## src/rtl/range_sequencer.sv

```systemverilog
// Launch controller and result browser for the range engine: starts a run from
// the switch value, then lets the user step through the engine's result RAM.
module range_sequencer #(
  parameter int RAM_WORDS     = 256,
  parameter int RAM_ADDR_BITS = 8,
  parameter int REPEAT_CYCLES = 2**23
) (
  input  logic        clk,
  input  logic        reset_n,
  input  logic [9:0]  sw,
  input  logic        start_req,
  input  logic        inc_req,
  input  logic        dec_req,
  input  logic        home_req,
  output logic        range_go,
  output logic [31:0] range_start,
  input  logic        range_done,
  input  logic [15:0] range_count,
  output logic [11:0] disp_n,
  output logic [15:0] disp_count,
  output logic        busy,
  output logic        valid
);

  localparam int REP_BITS = (REPEAT_CYCLES > 1) ? $clog2(REPEAT_CYCLES) : 1;
  localparam logic [REP_BITS-1:0]      REP_LAST = REP_BITS'(REPEAT_CYCLES - 1);
  localparam logic [RAM_ADDR_BITS-1:0] OFF_MAX  = RAM_ADDR_BITS'(RAM_WORDS - 1);

  typedef enum logic [1:0] {IDLE, LAUNCH, RUN, SHOW} state_t;

  state_t                   state_reg;
  logic                     start_prev_reg, inc_prev_reg, dec_prev_reg;
  logic [9:0]               base_reg;
  logic [RAM_ADDR_BITS-1:0] offset_reg, offset_next;
  logic [REP_BITS-1:0]      rep_reg, rep_next;
  logic [1:0]               settle_reg;
  logic                     range_go_reg, valid_reg;
  logic [31:0]              range_start_reg;
  logic [15:0]              disp_count_reg;

  logic start_rise, inc_only, dec_only, step;

  assign start_rise = start_req & ~start_prev_reg;
  assign inc_only   = inc_req & ~dec_req;
  assign dec_only   = dec_req & ~inc_req;

  // A lone request steps on its rising edge, then every REPEAT_CYCLES while held.
  always_comb begin
    rep_next    = '0;
    step        = 1'b0;
    offset_next = offset_reg;
    if (inc_only || dec_only) begin
      if ((inc_only && !inc_prev_reg) || (dec_only && !dec_prev_reg))
        step = 1'b1;
      else if (rep_reg == REP_LAST)
        step = 1'b1;
      else
        rep_next = rep_reg + 1'b1;
    end
    if (home_req)
      offset_next = '0;
    else if (step && inc_only && offset_reg != OFF_MAX)
      offset_next = offset_reg + 1'b1;
    else if (step && dec_only && offset_reg != '0)
      offset_next = offset_reg - 1'b1;
  end

  always_ff @(posedge clk or negedge reset_n) begin
    if (!reset_n) begin
      state_reg       <= IDLE;
      start_prev_reg  <= 1'b0;
      inc_prev_reg    <= 1'b0;
      dec_prev_reg    <= 1'b0;
      base_reg        <= '0;
      offset_reg      <= '0;
      rep_reg         <= '0;
      settle_reg      <= '0;
      range_go_reg    <= 1'b0;
      range_start_reg <= '0;
      disp_count_reg  <= '0;
      valid_reg       <= 1'b0;
    end else begin
      start_prev_reg <= start_req;
      inc_prev_reg   <= inc_req;
      dec_prev_reg   <= dec_req;
      range_go_reg   <= 1'b0;
      rep_reg        <= '0;
      case (state_reg)
        IDLE, SHOW: begin
          if (start_rise) begin
            state_reg       <= LAUNCH;
            base_reg        <= sw;
            range_start_reg <= {22'b0, sw};
            range_go_reg    <= 1'b1;
            valid_reg       <= 1'b0;
            settle_reg      <= '0;
          end else if (state_reg == SHOW) begin
            rep_reg <= rep_next;
            if (offset_next != offset_reg) begin
              offset_reg      <= offset_next;
              range_start_reg <= 32'(offset_next);
              valid_reg       <= 1'b0;
              settle_reg      <= 2'd2;
            end else if (settle_reg != '0) begin
              settle_reg <= settle_reg - 1'b1;
              if (settle_reg == 2'd1) begin
                disp_count_reg <= range_count;
                valid_reg      <= 1'b1;
              end
            end
          end
        end
        LAUNCH: state_reg <= RUN;
        RUN: begin
          if (range_done) begin
            state_reg       <= SHOW;
            offset_reg      <= '0;
            range_start_reg <= '0;
            valid_reg       <= 1'b0;
            settle_reg      <= 2'd2;
          end
        end
        default: state_reg <= IDLE;
      endcase
    end
  end

  always_comb begin
    case (state_reg)
      IDLE:    disp_n = {2'b0, sw};
      SHOW:    disp_n = 12'({2'b0, base_reg}) + 12'(offset_reg);
      default: disp_n = {2'b0, base_reg};
    endcase
  end

  assign range_go    = range_go_reg;
  assign range_start = range_start_reg;
  assign disp_count  = disp_count_reg;
  assign valid       = valid_reg;
  assign busy        = (state_reg == LAUNCH) || (state_reg == RUN);

endmodule

```

## config.mk

```make
export PLATFORM = sky130hd
export DESIGN_NAME = range_sequencer
export DESIGN_NICKNAME = d
export VERILOG_FILES = /design/src/rtl/range_sequencer.sv
export SDC_FILE = /design/constraint.sdc
export NUM_CORES = 1
export LEC_CHECK = 0
export ABC_AREA = 1
export ABC_CLOCK_PERIOD_IN_PS = 3060
export BUFFER_PORTS_ARGS = -buffer_cell sky130_fd_sc_hd__buf_2
export CAP_MARGIN = 20
export CORE_ASPECT_RATIO = 0.8
export CORE_MARGIN = 2
export CORE_UTILIZATION = 35
export CTS_BUF_LIST = sky130_fd_sc_hd__clkbuf_4 sky130_fd_sc_hd__clkbuf_8
export CTS_CLUSTER_DIAMETER = 60
export CTS_CLUSTER_SIZE = 16
export DETAILED_ROUTE_END_ITERATION = 10
export PLACE_DENSITY_LB_ADDON = 0.2
export SYNTH_ARGS = -nofsm -noshare
export SYNTH_HDL_FRONTEND = slang
export SYNTH_SLANG_ARGS = --single-unit
```

## constraint.sdc

```tcl
create_clock -name clk -period 3.06 [get_ports clk]
set_input_delay 0 -clock clk [delete_from_list [all_inputs] [get_ports clk]]
set_output_delay 0 -clock clk [all_outputs]
set_load 0.02 [all_outputs]
```

==> flow_metrics.tcl <==
set metrics [dict create \
    outcome "complete, no violations" \
    clkPwrFrac_pct 14.4 \
    syn_to_final_growth_pct 22.0 \
    slew_violations 0 \
    ir_drop_v 0.000527 \
    slew_headroom_pct 65.9 \
    drive_gt1_share_pct 22.4 \
    final_antenna_net_count 0 \
    yosysTopAreaCell "dfrtp_1" \
    synth-edff-count 0 \
    rsz0062_at_grt "false" \
    die_w_um 137 \
    cp.arrival_ns 2.81 \
    async_reset_ff_share_pct 100 \
    worst_clock_skew_ns 0.0194 \
    setup.worst_path.end_class "primary output" \
    via_per_inst 4.69 \
    synth_cells 642 \
    final_cell_mix "141 x nand2_1, 80 x inv_1, 74 x dfrtp_1, 71 x buf_2, 57 x nor2_1" \
    portBuffers 72 \
    path_max_fanout 4 \
    dr_total_vias 4406 \
    drt-initial-drc-count 214 \
    routed_wirelength_mm 12.7 \
    yosysWarnings 0 \
    synthFlopType "dfrtp_1" \
    grt-ovfl-total 0 \
    tritoncts_num_sinks 76 \
    syn_avg_cell_area_um2 7.76 \
    worst_pin_slew_ns 0.506 \
    synth_top_cell_area_share_pct 38.2 \
    grt_pass1_wl_mm 20.8 \
    p_seq_share_pct 27.1 \
    largest_reg_flops 23 \
    antenna_cells 0 \
    sw_frac_of_total_pct 50.5 \
    dieArea_um2 15200 \
    final_cells 939 \
    p_comb_share_pct 58.4 \
    coreArea_um2 13700 \
    cts_tree "built" \
    ios 96 \
    grt_max_degree 77 \
    dp_hpwl_mm 9.42 \
    row_count 38 \
    max-clock-path-buffers 2 \
    final_common_cell "nand2_1" \
    fmaxAchievable_ghz 0.356 \
    synth_seq_area_share_pct 38.2 \
    hold_class "in2async" \
    hold_viol_final 0 \
    antenna_found_initial 0 \
    synth_cell_types 45 \
    min_period_ns 2.81 \
    die_h_um 111 \
    final.setup.tns_ns 0 \
    p_int_mw 2.67 \
    dp.cells 884 \
    fin_nets 809 \
    worst_slack_ns 0.255 \
    p_total_mw 5.39 \
    grt_pass1_vias 4189 \
    dpl_worst_slack_ns 0.158 \
    synth.top_cells.by_area "dfrtp_1 38%, nand2_1 11%, inv_1 6.0%, ha_1 5.0%, nor2_1 4.4%" \
    wl_per_cell_um 13.5 \
    drc 0 \
    grt_util_all_layers_pct 17.4 \
    p_switching_mw 2.72 \
    clock_latency_ns 0.38 \
    cts_buffers 9 \
    maxCapViolCount 0 \
    start_util_pct 36.3 \
    cellLeakagePower_nw 3.15 \
    synth-seq-cells 76 \
    setup_viol 0 \
    fin_crit_sh_pct 91.7 \
    crit_required_ns 3.06 \
    clk_pin_slew_ns 0.10 \
    htree_levels 3 \
    synth_area_um2 4980 \
    routabilityCongestion 0.937 \
    clockRootBuffer "clkbuf_8" \
    p_per_area_nw_per_um2 887 \
    worst-setup-path-type "reg2out" \
    drt_pre_antenna_iters 5 \
    startpoint_type "register" \
]
==> synthesized netlist by cell type (11+ instances only) <==
| master | instances |
|---|---|
| nor2_1 | 58 |
| dfrtp_1 | 76 |
| inv_1 | 80 |
| o21ai_0 | 28 |
| nand2_1 | 141 |
| buf_4 | 23 |
| ha_1 | 20 |
| a21oi_1 | 38 |
| nor3_1 | 11 |
| nand3_1 | 37 |
| o21ai_2 | 20 |
==> power groups by stage <==
stage                     sequential, mW  combinational (mW)  clock [mW]
after floorplan                     1.60                2.08           0
after global placement              1.47                2.96           0
after detailed placement            1.48                3.00           0
after CTS                           1.46                3.04       0.809
after global routing                1.50                3.49       0.855
final                               1.46                3.15       0.779
==> kinds of logic after synthesis <==
family | count (synthesis) | share of synthesized area (%)
AOI/OAI and AO/OA | 105 | 12.6
xor gates and xnor gates | 14 | 2.46
DFF | 76 | 38.2
other | 1 | 0.0752
and+or+nand+nor | 296 | 28.8
buffers and inverters | 129 | 12.5
adders and majority gates | 21 | 5.42
==> final timing paths <==
path / from / end / slack (ns) / cells after the start
hold reg to reg: rep_reg[0] / rep_reg[0] / 0.46 / 1
hold / removal: reset_n / dec_prev_reg / 0.08 / 2
setup reg to reg: offset_reg[0] / disp_count[7] / 0.29 / 20
max in group asynchronous: reset_n / offset_reg[5] / 2.38 / 3
setup / recovery: offset_reg[0] / disp_n[8] / 0.25 / 15
min in group clk: home_req / offset_reg[4] / 0.22 / 4
==> metal layers <==
layer	vias to the layer above	routed length [µm]	GRT usage, %
met5	-	0	0
met4	0	163	4.88
met3	13	880	4.39
met2	136	5330	25.5
met1	2011	6340	25.2
li1	2246	-	-
==> timing repair <==
action / CTS / global route
resized for setup: 2 / 11
buffers inserted: 0 / 8
setup endpoints to repair: 1 / 35
pin swaps: 0 / 1
hold buffers: 31 / 0
hold endpoints to repair: 108 / 0
==> cell type report <==
type | instances | area (µm²)
Sequential cell | 76 | 1900
Fill cell | 1387 | 7660
Clock inverter | 6 | 66.3
Clock buffer | 9 | 124
Timing Repair Buffer | 121 | 845
Multi-Input combinational cell | 459 | 2580
Tap cell | 180 | 225
Inverter | 88 | 330
==> worst max-delay path: stages (launching register included) <==
cell and delay (ns):
dfrtp_2 0.46, ha_2 0.20, fa_2 0.34, nand2_1 0.07, o21ai_1 0.08, and2_1 0.16, nor2_1 0.09, nor2_1 0.05
nor2_2 0.11, nor2_1 0.07, o21ai_1 0.17, nand2_1 0.09, o211ai_1 0.16, o21ai_1 0.11, inv_1 0.08, buf_2 0.16
==> stage by stage <==
stage	utilization, %	area [µm²]	hold WS (ns)
2_1_floorplan	-	5070	-0.296
3_3_place_gp	39.5	5430	0.125
3_5_place_dp	39.5	5430	0.125
4_1_cts	43.2	5930	0.192
5_1_grt	44.2	6080	0.123
6_report	44.2	6080	0.0787
Note: power is estimated with default switching activity, not from simulation.
